`config.mk`:
```
export PLATFORM = sky130hd
export DESIGN_NAME = prog_loader
export DESIGN_NICKNAME = d
export VERILOG_FILES = /design/src/rtl/prog_loader_pkg.sv /design/src/rtl/prog_loader.sv
export SDC_FILE = /design/constraint.sdc
export NUM_CORES = 1
export LEC_CHECK = 0
export ABC_AREA = 0
export ABC_CLOCK_PERIOD_IN_PS = 5000
export BUFFER_PORTS_ARGS = -buffer_cell sky130_fd_sc_hd__buf_2
export CORE_MARGIN = 4
export CORE_UTILIZATION = 54
export CTS_BUF_LIST = sky130_fd_sc_hd__clkbuf_16
export CTS_CLUSTER_SIZE = 20
export DETAILED_ROUTE_END_ITERATION = 8
export PLACE_DENSITY = 0.87
export SYNTH_ARGS = -nofsm -noshare
export SYNTH_HDL_FRONTEND = slang
export SYNTH_SLANG_ARGS = --single-unit
```
`constraint.sdc`:
```
create_clock -name clk -period 5 [get_ports clk]
set_clock_uncertainty 0.05 [all_clocks]
set_input_delay 0.5 -clock clk [delete_from_list [all_inputs] [get_ports clk]]
set_output_delay 0.5 -clock clk [all_outputs]
set_load 0.02 [all_outputs]
```
`src/rtl/prog_loader_pkg.sv`:
```
// Shared definitions for the program loader: FSM states, memory geometry
// and the accumulator CPU opcode set.
package prog_loader_pkg;

    localparam int MEM_DEPTH = 16;
    localparam int ADDR_W    = 4;
    localparam int CNT_W     = 5;

    localparam logic [3:0] OP_LOAD = 4'b0001;
    localparam logic [3:0] OP_ADD  = 4'b0010;
    localparam logic [3:0] OP_SUB  = 4'b0011;
    localparam logic [3:0] OP_HALT = 4'b1010;

    localparam logic [3:0] HALT_OPCODE = OP_HALT;

    typedef enum logic [2:0] {
        ST_IDLE,
        ST_HI,
        ST_LO,
        ST_WRITE,
        ST_FINISH
    } state_t;

endpackage

```
`src/rtl/prog_loader.sv`:
```
// Program loader: assembles a byte stream into 12-bit instruction words,
// writes them into the accumulator CPU's instruction memory, and holds the
// CPU in reset until the load session ends.
module prog_loader #(
    parameter int         MEM_DEPTH   = prog_loader_pkg::MEM_DEPTH,
    parameter logic [3:0] HALT_OPCODE = prog_loader_pkg::HALT_OPCODE
) (
    input  logic        clk,
    input  logic        reset,
    input  logic        start,
    input  logic        s_valid,
    input  logic [7:0]  s_data,
    output logic        s_ready,
    output logic        we,
    output logic [3:0]  instr_addr,
    output logic [11:0] instr_in,
    output logic        cpu_reset,
    output logic        busy,
    output logic        done,
    output logic [4:0]  word_count
);

    import prog_loader_pkg::*;

    localparam logic [ADDR_W-1:0] LAST_ADDR = ADDR_W'(MEM_DEPTH - 1);

    state_t     state;
    logic [3:0] opcode;

    // Stream handshake and activity flag come straight from the state register.
    assign s_ready = (state == ST_HI) || (state == ST_LO);
    assign busy    = (state != ST_IDLE);

    // Load-session FSM with all CPU-facing outputs registered.
    // NOTE: every register here, state included, uses <= so all of them
    // update together from the same pre-edge values.
    always_ff @(posedge clk or negedge reset) begin
        // NOTE: reset only clears a handful of control/data registers; there
        // is no memory array in this block, the instruction RAM lives in the CPU.
        if (!reset) begin
            state      <= ST_IDLE;
            we         <= 1'b0;
            instr_addr <= '0;
            instr_in   <= '0;
            cpu_reset  <= 1'b1;
            done       <= 1'b0;
            word_count <= '0;
            opcode     <= '0;
        end else begin
            // we and done are single-cycle pulses unless a state re-asserts them.
            we   <= 1'b0;
            done <= 1'b0;
            case (state)
                ST_IDLE: begin
                    if (start) begin
                        state      <= ST_HI;
                        word_count <= '0;
                        instr_addr <= '0;
                        cpu_reset  <= 1'b1;
                    end
                end
                ST_HI: begin
                    if (s_valid) begin
                        opcode <= s_data[3:0];
                        state  <= ST_LO;
                    end
                end
                ST_LO: begin
                    if (s_valid) begin
                        instr_in <= {opcode, s_data};
                        we       <= 1'b1;
                        state    <= ST_WRITE;
                    end
                end
                ST_WRITE: begin
                    word_count <= word_count + 5'd1;
                    // The last memory slot always ends the session, so the
                    // address never wraps back over word 0.
                    if ((opcode == HALT_OPCODE) || (instr_addr == LAST_ADDR)) begin
                        cpu_reset <= 1'b0;
                        done      <= 1'b1;
                        state     <= ST_FINISH;
                    end else begin
                        instr_addr <= instr_addr + 4'd1;
                        state      <= ST_HI;
                    end
                end
                ST_FINISH: begin
                    state <= ST_IDLE;
                end
                default: begin
                    state <= ST_IDLE;
                end
            endcase
        end
    end

endmodule

```
* Word-level counts from Yosys, hierarchy flattened
Index checks and enable logic that the tools add are counted.
** Word-level totals
- Register bits :: 31
- Input bits :: 12
- Output and inout bits :: 26
** Operators by class
- Add/subtract/negate cells :: 2
- Equal/unequal tests :: 10
- Mux-type cells :: 17
- Reductions and logical operators :: 11
** Operators by type and width (count)
- $mux W3 :: 4
- $pmux W3 S4 :: 1
- $ne A2 B2 Y1 const B :: 5
- $pmux W5 S2 :: 1
- $reduce_and A3 Y1 :: 3
- $eq A4 B4 Y1 const B :: 2
- $mux W4 :: 2
- $pmux W4 S2 :: 1
- $eq A3 B2 Y1 const B :: 2
- $mux W1 :: 6
- $reduce_and A2 Y1 :: 3
- $add A5 B1 Y5 const B :: 1
- $mux W5 :: 1
- $add A4 B1 Y4 const B :: 1
- $eq A3 B1 Y1 const B :: 1
- $logic_not A3 Y1 :: 1
- $reduce_bool A3 Y1 :: 1
- $logic_or A1 B1 Y1 :: 2
- $pmux W1 S2 :: 1
- $reduce_bool A2 Y1 :: 1

* Logic depth before layout (Yosys ltp)
Gate-level depths: netlist (run 1).
- Word-level depth :: 4
- Depth in mapped cells :: 6

* Worst setup path after synthesis (run 1)
No wires, ideal clock.
- Path type :: register to register
- Start point :: reg instr_addr[0]
- End point :: reg instr_addr[2]
- Setup time :: 0.121 ns
- Arrival time :: 1.567 ns
- Data required time :: 4.829 ns
- Setup slack :: 3.262 ns
- Stages on the path, launching flop included :: 6
- Path buffers :: 1
- Period minus slack after synthesis :: 1.738 ns
- Cell sequence :: dfrtp_1 ha_1 a311o_1 buf_2 o2bb2ai_1 a22o_1
** On the way
- Longest elaborated chain between the ends :: 4
- Elaborated cells on any way between the ends :: 7
** RTL lines
- start, declared :: RTL line prog_loader.sv:15 : output logic [3:0] instr_addr,
- start signal, assigned :: RTL line prog_loader.sv:84 : instr_addr <= instr_addr + 4'd1;
- parallel branches: the longest is 4 deep, another holds $add A4 B1 Y4
Several ways; the timed one is not identified. The select of a mux whose other input is x is not followed.
A chain may end at the register's enable or synchronous reset.

* Final worst setup path (run 1)
- Start point :: reg state[1]
- End point :: reg instr_addr[3]
** On the way
- Longest elaborated chain between the ends :: 3
- Elaborated cells on any way between the ends :: 7
** RTL lines
- start, declared :: RTL line prog_loader.sv:27 : state_t state;
- start signal, assigned :: RTL line prog_loader.sv:41 : state <= ST_IDLE;
- start signal, assigned :: RTL line prog_loader.sv:56 : state <= ST_HI;
- start signal, assigned :: RTL line prog_loader.sv:65 : state <= ST_LO;
- $eq A3 B2 Y1 / $logic_not A3 Y1 (equally long branches) :: RTL line prog_loader.sv:53 : case (state)
- $ne A2 B2 Y1 (no source line) / $reduce_bool A2 Y1 (equally long branches)
- $reduce_and A3 Y1 (no source line)
Parallel ways exist; a longest one is shown, timed or not.

==> flow_metrics.tcl, run 1 <==
set metrics [dict create \
    internal_power_mw 0.8009 \
    syn-mean-instance-area_sq_um 12.59 \
    grt_util_met1_pct 22.09 \
    synth_area_leaders "sky130_fd_sc_hd__dfrtp_1, sky130_fd_sc_hd__mux2_2, sky130_fd_sc_hd__nand3_1" \
    ys_seq_elements 31 \
    synth-edff-count 0 \
    worst_slew_pin_tran_ns 0.6586 \
    clock_insertion_delay_worst_skew_ns 0.28 \
    cts_tree "yes" \
    cts_root_buf "sky130_fd_sc_hd__clkbuf_16" \
    power.density_nw_per_um2 754.1 \
    vdd.ir_drop.worst_mv 0.5277 \
    slew_violations 0 \
    synth_top_area_share_pct 55.20 \
    fin_setup_tns_ns 0 \
    maximum_number_of_buffers_from_clock_root_to_sink 2 \
    starting_density_pct 59.20 \
    static-leakage-power_nw 0.8273 \
    detail-route-antenna-nets 0 \
    r2r_cells 4 \
    most_area_hungry_cell_type_in_the_yosys_netlist "sky130_fd_sc_hd__dfrtp_1" \
    global_route.usage.met2_pct 35.16 \
    slew_headroom_pct 56.09 \
    floorplan.die_area_sq_um 3385 \
    cts-resized-gates 0 \
    worst_setup_hold_path_clk_slew_ns 0.05 \
    drv.max_cap_violation_count 0 \
    final_cell_count_no_fill 175 \
    largest_net_degree_at_the_start_of_global_routing 32 \
    design.final.nets 160 \
    cts_htree_levels 2 \
    grt_first_pass_wirelength_microns 4864 \
    route.vias.total 970 \
    placed_cells 167 \
    grt_usage_pct 19.94 \
    synth.net_count 122 \
    layout_min_cycle_time_ns 1.941 \
    cp_max_fo 16 \
    fp.coreArea_sq_um 2297 \
    synth_cells 108 \
    fin_crit_sh_pct 38.81 \
    maxClockFrequency_ghz 0.5153 \
    antenna_found_initial 0 \
    cts-buffers-inserted 5 \
    timing_worst_setup_path_type "register to register" \
    async_flop_share_pct 100.0 \
    setup_violations 0 \
    hp-class "primary input to asynchronous set/reset pin" \
    cts_hold_repair.buffers 0 \
    number_of_warnings_reported_in_the_yosys_synthesis_log 0 \
    synth-seq-area-share_pct 57.13 \
    post-dp-hpwl_microns 1975 \
    share_comb_of_total_power_pct 37.8 \
    netSwitchingFraction_pct 37.53 \
    io_pins 38 \
    p_clk_share_pct 26.1 \
    cts_setup_buffers 0 \
    grt_setup_unrepaired "false" \
    antenna_diodes 0 \
    timing.critical_path.from_type "register" \
    detailedRoute.firstIterationViolations 11 \
    via_per_instance_ratio 5.543 \
    drive_above_1_share_pct 44.90 \
    numPortBuffers 37 \
    report.final.hold_viol_count 0 \
    post_synth_most_frequent_cells "sky130_fd_sc_hd__dfrtp_1, sky130_fd_sc_hd__mux2_2, sky130_fd_sc_hd__nand3_1" \
    detail_route.wl_per_cell_microns 16.37 \
    seqPwrFrac_pct 36.0 \
    crit_required_ns 5.14 \
    netlist-cell-type-count 32 \
    floorplan.rows 17 \
    width_of_the_die_microns 58.19 \
    overall_overflow_remaining_after_global_route 0 \
    firstDrtPassIters 4 \
    status "finished clean" \
    end_kind "register" \
    critical_path_arrival_ns 2.08 \
    area_delta_synth_final_pct 25.02 \
    clock_sink_count 31 \
    drc 0 \
    grt_pass1_vias 1042 \
    synthFlopType "sky130_fd_sc_hd__dfrtp_1" \
    synthMostInstantiatedCell "sky130_fd_sc_hd__dfrtp_1" \
    detail_route.wirelength_microns 2864 \
    place.gp.congestion 0.7195 \
    switching_power_total_mw 0.4813 \
    synthesis.area_sq_um 1360 \
    grtUsageMet3_pct 5.122 \
    grt_most_used_layer "met2" \
    chipHeight_microns 58.19 \
]
==> layer usage <==
metal / vias to the layer above / share of wire [%]
li1: 462 / -
met1: 471 / 39
met2: 29 / 53
met3: 8 / 5.4
met4: 0 / 2.0
met5: - / 0
==> worst max-delay path: stages, from the launching register on <==
cell and delay [ns]:
sky130_fd_sc_hd__dfrtp_1 0.54, sky130_fd_sc_hd__nand3b_4 0.23, sky130_fd_sc_hd__a311o_1 0.52, sky130_fd_sc_hd__or3_1 0.41, sky130_fd_sc_hd__o211ai_1 0.10
==> power by group through the flow <==
stage               clock, mW  combinational [mW]  sequential, mW
floorplan                   0               0.270           0.538
global placement            0               0.468           0.450
detailed placement          0               0.485           0.463
CTS                     0.340               0.493           0.463
global route            0.350               0.532           0.483
finish                  0.335               0.485           0.462
==> flip-flops by register name (all words and copies together) (netlist names) <==
signal	cells
instr_in	12
word_count	5
instr_addr	4
opcode	4
state	3
cpu_reset	1
done	1
we	1
==> metrics by stage <==
stage	utilization, %	instance area [sq um]	hold WS, ns	worst slack [ns]	power (mW)
after global placement	66.88	1536	0.4339	3.242	0.9178
after global routing	74.02	1700	0.2583	2.924	1.365
after detailed placement	66.88	1536	0.4440	3.085	0.9489
final	74.02	1700	0.2072	3.060	1.282
after CTS	74.02	1700	0.2305	3.048	1.296
after floorplan	-	1360	0.1544	3.262	0.8077
==> kinds of logic after synthesis <==
logic type,share of synthesized area [%]
xor+xnor,1.932
mux,14.08
fa+ha+maj,1.840
flops,57.13
simple gates,13.89
buf+inv,3.772
compound gates,7.360
==> worst paths after layout <==
kind | slack (ns) | to | start
hold reg to reg | 0.45 | instr_in[10] | instr_in[10]
setup reg to reg | 3.06 | instr_addr[3] | state[1]
setup / recovery | 3.06 | instr_addr[3] | state[1]
hold / removal | 0.21 | instr_in[6] | reset
max in group asynchronous | 4.26 | we | reset
min in group clk | 0.42 | instr_in[5] | s_data[5]
==> final cells by class <==
| type | instances | area, sq um |
|---|---|---|
| multi-input combinational | 69 | 531.8 |
| timing repair buffer | 37 | 185.2 |
| sequential | 31 | 777.0 |
| clock inverter | 3 | 38.79 |
| clock buffer | 5 | 125.1 |
| inverter | 2 | 7.507 |
| tap | 28 | 35.03 |
| fill | 154 | 596.8 |
==> cell usage in the layout, fill, tap and decap left out, types with 3 or more instances in the layout <==
cell | netlist | routed
sky130_fd_sc_hd__buf_2 | 2 | 37
sky130_fd_sc_hd__clkbuf_16 | 0 | 5
sky130_fd_sc_hd__dfrtp_1 | 30 | 30
sky130_fd_sc_hd__mux2_2 | 17 | 17
sky130_fd_sc_hd__nand2_1 | 5 | 5
sky130_fd_sc_hd__nand3_1 | 9 | 9
sky130_fd_sc_hd__nor2_1 | 6 | 6
sky130_fd_sc_hd__o21ai_0 | 5 | 5
sky130_fd_sc_hd__o21ai_1 | 3 | 3
Power figures use the tool's default switching activity.
==> run 2, diff against run 1 <==
Settings changed: ABC_CLOCK_PERIOD_IN_PS 5000 to 1800, CORE_UTILIZATION 54 to 50, PLACE_DENSITY 0.87 to 0.82.
Clock period 5 ns to 1.8 ns, I/O delays scaled along.
==> flow_metrics.tcl, run 2 (synthesis results as in run 1) <==
set metrics [dict create \
    status "finished clean" \
    detailedRoute.firstIterationViolations 19 \
    via_per_instance_ratio 5.365 \
    timing.critical_path.from_type "register" \
    detail-route-antenna-nets 0 \
    largest-register "instr_in" \
    cts_tree "yes" \
    grt_usage_pct 16.86 \
    design.final.nets 164 \
    detail_route.wirelength_microns 2686 \
    cts_setup_buffers 0 \
    end_kind "register" \
    crit_required_ns 1.93 \
    detail_route.wl_per_cell_microns 14.84 \
    firstDrtPassIters 4 \
    numPortBuffers 37 \
    multiInputGateArea_sq_um 531.8 \
    cp_max_fo 6 \
    clock_insertion_delay_worst_skew_ns 0.27 \
    clock_sink_count 31 \
    chipHeight_microns 60.16 \
    fp.coreArea_sq_um 2545 \
    crit_path_end "instr_addr[3]" \
    grt_pass1_vias 957 \
    cts-resized-gates 0 \
    overall_overflow_remaining_after_global_route 0 \
    final_util_pct 68.19 \
    fill_cells 180 \
    slew_headroom_pct 55.28 \
    drv.max_cap_violation_count 0 \
    fin_crit_sh_pct 94.52 \
    power.density_nw_per_um2 2056 \
    timing_worst_setup_path_type "register to register" \
    cts_root_buf "sky130_fd_sc_hd__clkbuf_16" \
    biggestRegsByFlops "instr_in: 12 flops, word_count: 5 flops" \
    cts_htree_levels 2 \
    drc 0 \
    setup_violations 0 \
    fin_setup_tns_ns 0 \
    vdd.ir_drop.worst_mv 1.223 \
    ff_latch_area_sq_um 777.0 \
    route.vias.total 971 \
    worstReg2RegStart "instr_addr[0]" \
    hp-class "primary input to register" \
    io_pins 38 \
    grt_setup_unrepaired "false" \
    starting_density_pct 53.44 \
    floorplan.die_area_sq_um 3619 \
    largest_net_degree_at_the_start_of_global_routing 32 \
    report.final.hold_viol_count 0 \
    rr_endpoint "instr_addr[3]" \
    r2r_cells 4 \
    maxClockFrequency_ghz 0.5878 \
    maximum_number_of_buffers_from_clock_root_to_sink 2 \
    mostFrequentLayoutCell "sky130_fd_sc_hd__buf_2" \
    critical_path_start "instr_addr[0]" \
    static-leakage-power_nw 0.8454 \
    drive_above_1_share_pct 45.70 \
    report.power.total_mw 3.567 \
    worst_slew_pin_tran_ns 0.6708 \
    width_of_the_die_microns 60.16 \
    flip_flop_count_of_the_largest_register_after_layout 12 \
    grt_first_pass_wirelength_microns 4416 \
    critical_path_arrival_ns 1.83 \
    layout.cells.most_common_list "sky130_fd_sc_hd__buf_2, sky130_fd_sc_hd__dfrtp_1, sky130_fd_sc_hd__mux2_2, sky130_fd_sc_hd__nand3_1, sky130_fd_sc_hd__nor2_1" \
    antenna_found_initial 0 \
    antenna_diodes 0 \
    post-dp-hpwl_microns 1891 \
    cts-buffers-inserted 5 \
    worst_setup_hold_path_clk_slew_ns 0.05 \
    layout_min_cycle_time_ns 1.701 \
    place.gp.congestion 0.7440 \
    fin_worst_hold_slack_ns 0.09359 \
    floorplan.rows 18 \
    slew_violations 0 \
    area_delta_synth_final_pct 27.60 \
    reg2reg_slack_ns 0.1 \
]
## run 2: changes by cell type in the layout (fill, tap and decap cells not counted)
cell	change
sky130_fd_sc_hd__buf_4	+3
sky130_fd_sc_hd__dlygate4sd3_1	+1
## run 2: layout make-up
type	instances	area share, %
flip-flops and latches	31	44.77
multi-input cells	69	30.64
repair buffers	41	12.55
clock buffers	5	7.210
clock inverters	3	2.235
well taps	30	2.163
inverters	2	0.4326
## run 2: how the worst min path moves through the flow
| stage | cells past startpoint | endpoint | startpoint |
|---|---|---|---|
| 2_1_floorplan | 0 | done | reset |
| 3_3_place_gp | 1 | word_count[3] | reset |
| 3_5_place_dp | 1 | word_count[2] | reset |
| 4_1_cts | 2 | instr_in[5] | s_data[5] |
| 5_1_grt | 2 | instr_in[7] | s_data[7] |
| 6_report | 2 | instr_in[7] | s_data[7] |
## run 2: timing repair
| action | 4_1_cts | 5_1_grt |
|---|---|---|
| hold buffers | 1 | 0 |
| endpoints found under the setup margin | 0 | 0 |
| hold endpoints to repair | 30 | 0 |
## run 2: critical path, stage by stage (launching register included)
cell                       delay [ns]
sky130_fd_sc_hd__dfrtp_1         0.41
sky130_fd_sc_hd__ha_1            0.25
sky130_fd_sc_hd__a311o_1         0.44
sky130_fd_sc_hd__or3_1           0.37
sky130_fd_sc_hd__o211ai_1        0.09
## run 2: stage by stage
step	setup slack, ns	instance area (sq um)	std cells
finish	0.09867	1735	181
global route	0.05373	1735	181
CTS	0.1148	1735	181
detailed placement	0.1317	1562	172
global placement	0.1720	1562	172
floorplan	0.06222	1360	108
## run 2: where the power goes
| part | switching [mW] | total, mW | internal [mW] |
|---|---|---|---|
| logic | 0.775 | 1.38 | 0.603 |
| registers | 0.263 | 1.28 | 1.01 |
| clock network | 0.271 | 0.914 | 0.643 |
## run 2: metal layers
| metal | share of wire [%] | wire length [microns] | GRT usage [%] | vias up |
|---|---|---|---|---|
| met4 | 1.5 | 41 | 7.595 | 0 |
| met3 | 5.9 | 158 | 5.400 | 6 |
| met2 | 51 | 1380 | 28.24 | 28 |
| met5 | 0 | 0 | 0 | - |
| met1 | 41 | 1105 | 19.53 | 469 |
| li1 | - | - | - | 468 |
